`src/rtl/dm_arbiter.sv`:
```
// dm_arbiter: shares the single-ported data memory between the CPU port (0) and a loader/debug port (1),
// alternating fairly under contention and letting port 1 lock the memory for bounded bursts.
module dm_arbiter #(
    parameter int MAX_LOCK = 4
) (
    input  logic        clock,
    input  logic        reset,
    input  logic        req0,
    input  logic        we0,
    input  logic [31:0] addr0,
    input  logic [31:0] wdata0,
    output logic [31:0] rdata0,
    output logic        ack0,
    input  logic        req1,
    input  logic        we1,
    input  logic [31:0] addr1,
    input  logic [31:0] wdata1,
    output logic [31:0] rdata1,
    output logic        ack1,
    input  logic        lock1,
    output logic [31:0] mem_addr,
    output logic [31:0] mem_wdata,
    output logic        mem_we,
    input  logic [31:0] mem_rdata,
    output logic [1:0]  owner
);
    typedef enum logic [1:0] {IDLE = 2'b00, OWN0 = 2'b01, OWN1 = 2'b10} state_t;
    state_t     state, state_nx;
    logic       last;
    logic [7:0] lock_cnt;
    logic [7:0] lock_max;
    assign lock_max  = 8'(MAX_LOCK - 1);
    assign owner     = state;
    assign ack0      = (state == OWN0) && req0;
    assign ack1      = (state == OWN1) && req1;
    assign mem_addr  = ack0 ? addr0 : ack1 ? addr1 : '0;
    assign mem_wdata = ack0 ? wdata0 : ack1 ? wdata1 : '0;
    assign mem_we    = (ack0 && we0) || (ack1 && we1);
    assign rdata0    = ack0 ? mem_rdata : '0;
    assign rdata1    = ack1 ? mem_rdata : '0;
    // Without an active owner, a tie goes to the port that was not served last.
    always_comb begin
        if (ack0) state_nx = req1 ? OWN1 : OWN0;
        else if (ack1) state_nx = (!req0 || (lock1 && lock_cnt < lock_max)) ? OWN1 : OWN0;
        else if (req0 && req1) state_nx = last ? OWN0 : OWN1;
        else state_nx = req0 ? OWN0 : req1 ? OWN1 : IDLE;
    end
    always_ff @(posedge clock or negedge reset) begin
        if (!reset) begin
            state    <= IDLE;
            last     <= 1'b1;
            lock_cnt <= '0;
        end else begin
            state <= state_nx;
            if (ack0 || ack1) last <= ack1;
            lock_cnt <= (ack1 && lock1 && req0 && state_nx == OWN1)
                        ? ((lock_cnt == lock_max) ? lock_cnt : lock_cnt + 8'd1) : '0;
        end
    end
endmodule

```
`config.mk`:
```
export PLATFORM = sky130hd
export DESIGN_NAME = dm_arbiter
export DESIGN_NICKNAME = d
export VERILOG_FILES = /design/src/rtl/dm_arbiter.sv
export SDC_FILE = /design/constraint.sdc
export NUM_CORES = 1
export LEC_CHECK = 0
export BUFFER_PORTS_ARGS = -buffer_cell sky130_fd_sc_hd__buf_2
export CAP_MARGIN = 20
export CELL_PAD_IN_SITES_DETAIL_PLACEMENT = 0
export CELL_PAD_IN_SITES_GLOBAL_PLACEMENT = 1
export CORE_AREA = 2 2 116 118
export CTS_BUF_LIST = sky130_fd_sc_hd__clkbuf_8
export DETAILED_ROUTE_END_ITERATION = 10
export DIE_AREA = 0 0 118 120
export PLACE_DENSITY_LB_ADDON = 0.1
export SYNTH_ARGS = -nofsm -noshare
export SYNTH_HDL_FRONTEND = slang
export SYNTH_SLANG_ARGS = --single-unit
```
`constraint.sdc`:
```
create_clock -name clock -period 1.2 [get_ports clock]
set_input_delay 0.12 -clock clock [delete_from_list [all_inputs] [get_ports clock]]
set_output_delay 0.12 -clock clock [all_outputs]
set_load 0.01 [all_outputs]
```
==> reports/metrics.cfg, run 1 <==
[drt]
ant_nets=0
via_count=2775
drc_errors=0
drt_first_pass_iters=4
routedWlPerCell_um=15.9
drt_wl_total_um=10700
drtIter0Drc=50
viasPerCell=4.13

[setup_path]
cp.required_ps=1080
endpoint_kind=output port
path_class=flip-flop to output port
worstPathArrival_ps=1550
path_cells=and3b_4, buf_12, a22o_1, buf_2
slowest_delay_ps=400
crit_slowest_cell=dfrtp_1
critPathLaunchType=flip-flop
r2r_slack_ps=-250
worstPathMaxFanout=33

[final_layout]
diodes=0
syn2layout_area_growth_pct=167
design_area_mm2=0.00416
drive_above_1_share_pct=76.8
nets=665
n_fill_cell=1364

[floorplanning]
ios=300
core-area_mm2=0.0130
initial_core_util_pct=12.0
die_x_um=118
rows=42
die_y_um=120
dieArea_mm2=0.0142

[synthesis]
synthDistinctLibCells=26
seq_area_frac_synth_pct=17.8
ys_warn_count=0
syn_avg_cell_area_um2=8.29
synth_seq_cells=11
netlist_area_mm2=0.00156
synthCells=188

[clocking]
clockRootBuffer=clkbuf_8
cts.path.max_buffers=2
cts_max_level=1
cts_tree=yes
cts_buffers=3
clock_latency_ps=230
cts.reportedPaths.clkPinSlew_ps=50
cts_sinks=11

[run]
max-cap-violations=0

[global_routing]
overflow=0
antenna_found_initial=0
grt_max_degree=43
grt_pass1_vias=2707
grtUsageTotal_pct=13.0
grt_first_pass_wirelength_um=14600

[timing]
max_freq_mhz=601
timing.final.ws_setup_ps=-465
setup_tns_ps=-52680
hold_viol=0
fin_skew_ps=1.75
rsz0062_at_grt=true
fin_crit_sh_pct=139
finalSetupViolations=136
fin_crit_ps=1670
drv_slew=0

[power]
powerDensity_mw_per_mm2=857
max-vdd-ir-drop_v=0.000368
p_total_mw=3.57
leakage_nw=2.36

[worst_hold_path]
hp-class=input port to flip-flop

[placement]
hpwl_um=7930
io_buffers=299
placed_cell_area_mm2=0.00329
gp_congestion=0.803

[run_status]
status=finished with violations
violations=negative setup slack

## report_power, final
part / total, mW / internal (mW) / switching [mW] / leakage (nW)
combinational: 2.75 / 1.56 / 1.19 / 2.21
clock: 0.360 / 0.227 / 0.133 / 0.0255
sequential: 0.458 / 0.428 / 0.0297 / 0.132
total: 3.57 / 2.21 / 1.35 / 2.36
## per-stage QoR
stage	setup slack [ps]	utilization, %	std cells	hold slack, ps
3_5_place_dp	-238	25.3	651	6.76
4_1_cts	-494	29.5	663	153
2_1_floorplan	-207	-	193	-176
3_3_place_gp	-243	25.3	651	2.85
5_1_grt	-534	32.1	672	172
6_report	-465	32.1	672	152
## Yosys cell counts, drive strengths merged
| master | number | area share, % |
|---|---|---|
| ha | 1 | 0.80 |
| clkbuf | 8 | 1.9 |
| nor3 | 2 | 0.64 |
| nand2 | 3 | 0.72 |
| dfstp | 1 | 1.7 |
| nor4 | 1 | 0.40 |
| o32ai | 1 | 0.56 |
| inv | 2 | 0.48 |
| o31ai | 1 | 0.48 |
| a21oi | 1 | 0.32 |
| and2 | 34 | 14 |
| buf | 18 | 9.1 |
| conb | 1 | 0.24 |
| nor4b | 1 | 0.56 |
| a22o | 65 | 37 |
| nor2b | 2 | 1.3 |
| dfrtp | 10 | 16 |
| a21o | 1 | 0.48 |
| nor2 | 2 | 0.48 |
| and3 | 32 | 13 |
| and3b | 1 | 0.56 |
## flip-flops by register name, indices dropped and copies added, names as in the netlist
| name | cells |
|---|---|
| last | 1 |
| owner | 2 |
| lock_cnt | 8 |
## worst max-delay path, delay by kind of cell (launching register included)
kind / cells / cell delay, ps
buffers and inverters: 2 / 340
flip-flops: 1 / 400
AO/OA/AOI/OAI: 1 / 200
AND/OR/NAND/NOR: 1 / 370
## kinds of logic after synthesis
kind of cell | count (synthesis) | synth area share, %
simple gates | 78 | 31.3
compound gates | 69 | 38.4
buf+inv | 28 | 11.5
flops | 11 | 17.8
fa+ha+maj | 1 | 0.803
other cells | 1 | 0.241
## placed cells by master, fill, tap and decap left out, types with 2 or more instances in the layout
cell / instances
inv_1: 2
buf_2: 243
buf_12: 7
and3_4: 19
and2_1: 9
nand2_1: 2
conb_1: 6
and3_1: 13
a22o_1: 65
dfrtp_1: 9
buf_4: 2
buf_6: 62
clkbuf_16: 4
clkbuf_8: 3
and2_4: 25
nor2_1: 2
buf_8: 4
buf_16: 2
## path summary, 6_finish.rpt
kind / from / to / cells after the start
min: req1 / owner[1] / 3
max reg2reg: owner[0] / lock_cnt[0] / 6
min reg2reg: lock_cnt[0] / lock_cnt[0] / 1
min in group asynchronous: reset / lock_cnt[6] / 2
max in group asynchronous: reset / last / 2
max: owner[0] / mem_wdata[1] / 4
## layout make-up
cell class | count | area (um2) | share of cell area, %
clock inverters | 1 | 5.00 | 0.120
multi-input cells | 154 | 1310 | 31.6
clock buffers | 3 | 41.3 | 0.992
well taps | 176 | 220 | 5.29
inverters | 2 | 7.51 | 0.180
repair buffers | 325 | 2290 | 55.2
flip-flops and latches | 11 | 278 | 6.68
## per-layer routing
layer | track usage, % | vias up | routed length, um
met4 | 2.79 | 0 | 102
met2 | 27.7 | 162 | 6170
li1 | - | 1329 | -
met5 | 0 | - | 0
met1 | 12.8 | 1276 | 3670
met3 | 2.42 | 8 | 744
## repair_timing
action                     in CTS  in global routing
pin swaps                      13                 28
hold buffers                    1                  0
setup buffers                   3                 10
gates resized for setup        68                 55
setup endpoints to repair     134                136
gates cloned                    4                  4
hold endpoints to repair       10                  0
Note: power is estimated with default switching activity, not from simulation.
==> run 2: changes to the inputs <==
Settings changed: ABC_AREA from default to 1, CORE_AREA 2 2 116 118 to default, CORE_MARGIN from default to 2, CORE_UTILIZATION from default to 12, DIE_AREA 0 0 118 120 to default, SLEW_MARGIN from default to 20.
==> reports/metrics.cfg, run 2 <==
[drt]
drt_first_pass_iters=4
drtIter0Drc=71
viasPerCell=4.01
routedWlPerCell_um=15.0
via_count=2916
drc_errors=0
drt_wl_total_um=10900
ant_nets=0

[clocking]
cts_tree=yes
cts_buffers=3
clockRootBuffer=clkbuf_8
cts.reportedPaths.clkPinSlew_ps=50
cts_max_level=1
cts.path.max_buffers=2
clock_latency_ps=240
cts_sinks=11

[synthesis]
synth_area_leader_cell=a22o_1
synthArstFlopShare_pct=100
synth-edff-count=0
synth_seq_cells=11
yosysTopAreaCellShare_pct=37.8
yosysMostFrequentCell=nor2_1
synthCells=235
netlist_area_mm2=0.00151
synthTopCellsByArea=a22o_1, nor2_1, dfrtp_1
seq_area_frac_synth_pct=18.3
ys_warn_count=0
synthTopCellsByCount=nor2_1, a22o_1, inv_1, buf_2, dfrtp_1
syn_avg_cell_area_um2=6.42
synthDistinctLibCells=20
synth_flop_cell=dfrtp_1

[power]
max-vdd-ir-drop_v=0.000284
leakage_nw=2.53
powerDensity_mw_per_mm2=791

[floorplanning]
initial_core_util_pct=12.4
dieArea_mm2=0.0135
rows=40
core-area_mm2=0.0122
ios=300
die_y_um=116
die_x_um=116

[global_routing]
overflow=0
grtUsageTotal_pct=13.2
antenna_found_initial=0
grt_first_pass_wirelength_um=13800
grt_pass1_vias=2601
grt_max_degree=25

[setup_path]
cp.required_ps=1080
endpoint_kind=output port
r2r_slack_ps=-320
path_class=flip-flop to output port
worstPathArrival_ps=1490
worstPathMaxFanout=16
critPathLaunchType=flip-flop

[run]
max-cap-violations=0

[final_layout]
syn2layout_area_growth_pct=185
drive_above_1_share_pct=70.3
ff_latch_area_um2=278
top_register=lock_cnt
largest_reg_flops=8
layout.cells.most_common=buf_2
multi_input_area_mm2=0.00127
diodes=0
final_cell_mix=buf_2, a22o_1, inv_1, buf_6
nets=728
n_fill_cell=1329

[placement]
gp_congestion=0.803
io_buffers=299
post-place-ws_ps=-265
hpwl_um=8030

[timing]
drv_slew=0
hold_viol=0
fin_crit_sh_pct=134
fin_crit_ps=1610
fin_skew_ps=6.75
finalSetupViolations=135
timing.final.ws_setup_ps=-409
max_freq_mhz=621
rsz0062_at_grt=true
hold_ws_ps=185

[worst_hold_path]
hp-class=input port to flip-flop

[run_status]
violations=negative setup slack
status=finished with violations

## run 2: changes by cell type after synthesis, sizes merged, moves of 2 or more
cell,before,now
buf,18,13
and2,34,0
nor2b,2,0
and3,32,0
inv,2,45
nand3,0,3
nand2,3,9
nor2,2,73
## run 2: final cells by class
| class | instances | share of cell area [%] |
|---|---|---|
| repair buffers | 335 | 53.8 |
| inverters | 45 | 4.27 |
| multi-input cells | 164 | 29.5 |
| well taps | 168 | 4.88 |
| flip-flops and latches | 11 | 6.45 |
| clock buffers | 3 | 0.959 |
| clock inverters | 1 | 0.116 |
## run 2: repair_timing
action,in CTS,in global routing
setup endpoints to repair,135,136
cloned,6,6
endpoints found under the hold margin,10,0
hold buffers,1,0
pin swaps,1,9
setup buffers,8,3
resized for setup,27,70
## run 2: where the power goes
part / internal [mW] / total (mW) / switching [mW]
registers: 0.428 / 0.455 / 0.0270
logic: 1.35 / 2.58 / 1.23
clock network: 0.228 / 0.364 / 0.136
total: 2.01 / 3.40 / 1.40
## run 2: cells by family (layout without fill, tap and decap cells)
| family | after synthesis | count (layout) | share of synthesized area (%) |
|---|---|---|---|
| other | 1 | 6 | 0.249 |
| buffers and inverters | 65 | 384 | 17.6 |
| xor gates and xnor gates | 1 | 1 | 0.581 |
| DFF | 11 | 11 | 18.3 |
| and+or+nand+nor | 87 | 87 | 23.2 |
| adders and majority gates | 1 | 1 | 0.830 |
| AOI/OAI and AO/OA | 69 | 69 | 39.3 |
## run 2: worst max-delay path, cell delays in order (launching register included)
cell and delay (ps):
dfrtp_2 430, buf_6 130, nand3_4 90, inv_8 70, buf_12 150, a22o_1 230, buf_2 150
## run 2: stage by stage
stage	utilization, %	power (mW)	setup TNS (ps)	area (um2)	instances
after global placement	28.8	2.43	-16570	3500	703
after detailed placement	28.8	2.42	-17840	3500	703
final	35.4	3.40	-47770	4300	727
after global routing	35.4	3.64	-56010	4300	727
after floorplan	-	1.56	-3170	1800	240
after CTS	32.2	3.17	-53940	3910	722
## run 2: path summary, 6_finish.rpt
| check | from | end | cells after the start |
|---|---|---|---|
| worst max-delay path | owner[1] | mem_addr[3] | 6 |
| max in group asynchronous | reset | last | 2 |
| worst min-delay path | req1 | lock_cnt[1] | 3 |
| worst min register to register | last | last | 2 |
| worst max register to register | owner[1] | lock_cnt[0] | 8 |
| min in group asynchronous | reset | lock_cnt[6] | 2 |
## run 2: metal layers
layer | wire (um) | vias up | track usage [%]
li1 | - | 1428 | -
met1 | 3980 | 1330 | 14.3
met2 | 5970 | 152 | 27.0
met3 | 893 | 6 | 1.82
met4 | 88 | 0 | 2.70
met5 | 0 | - | 0
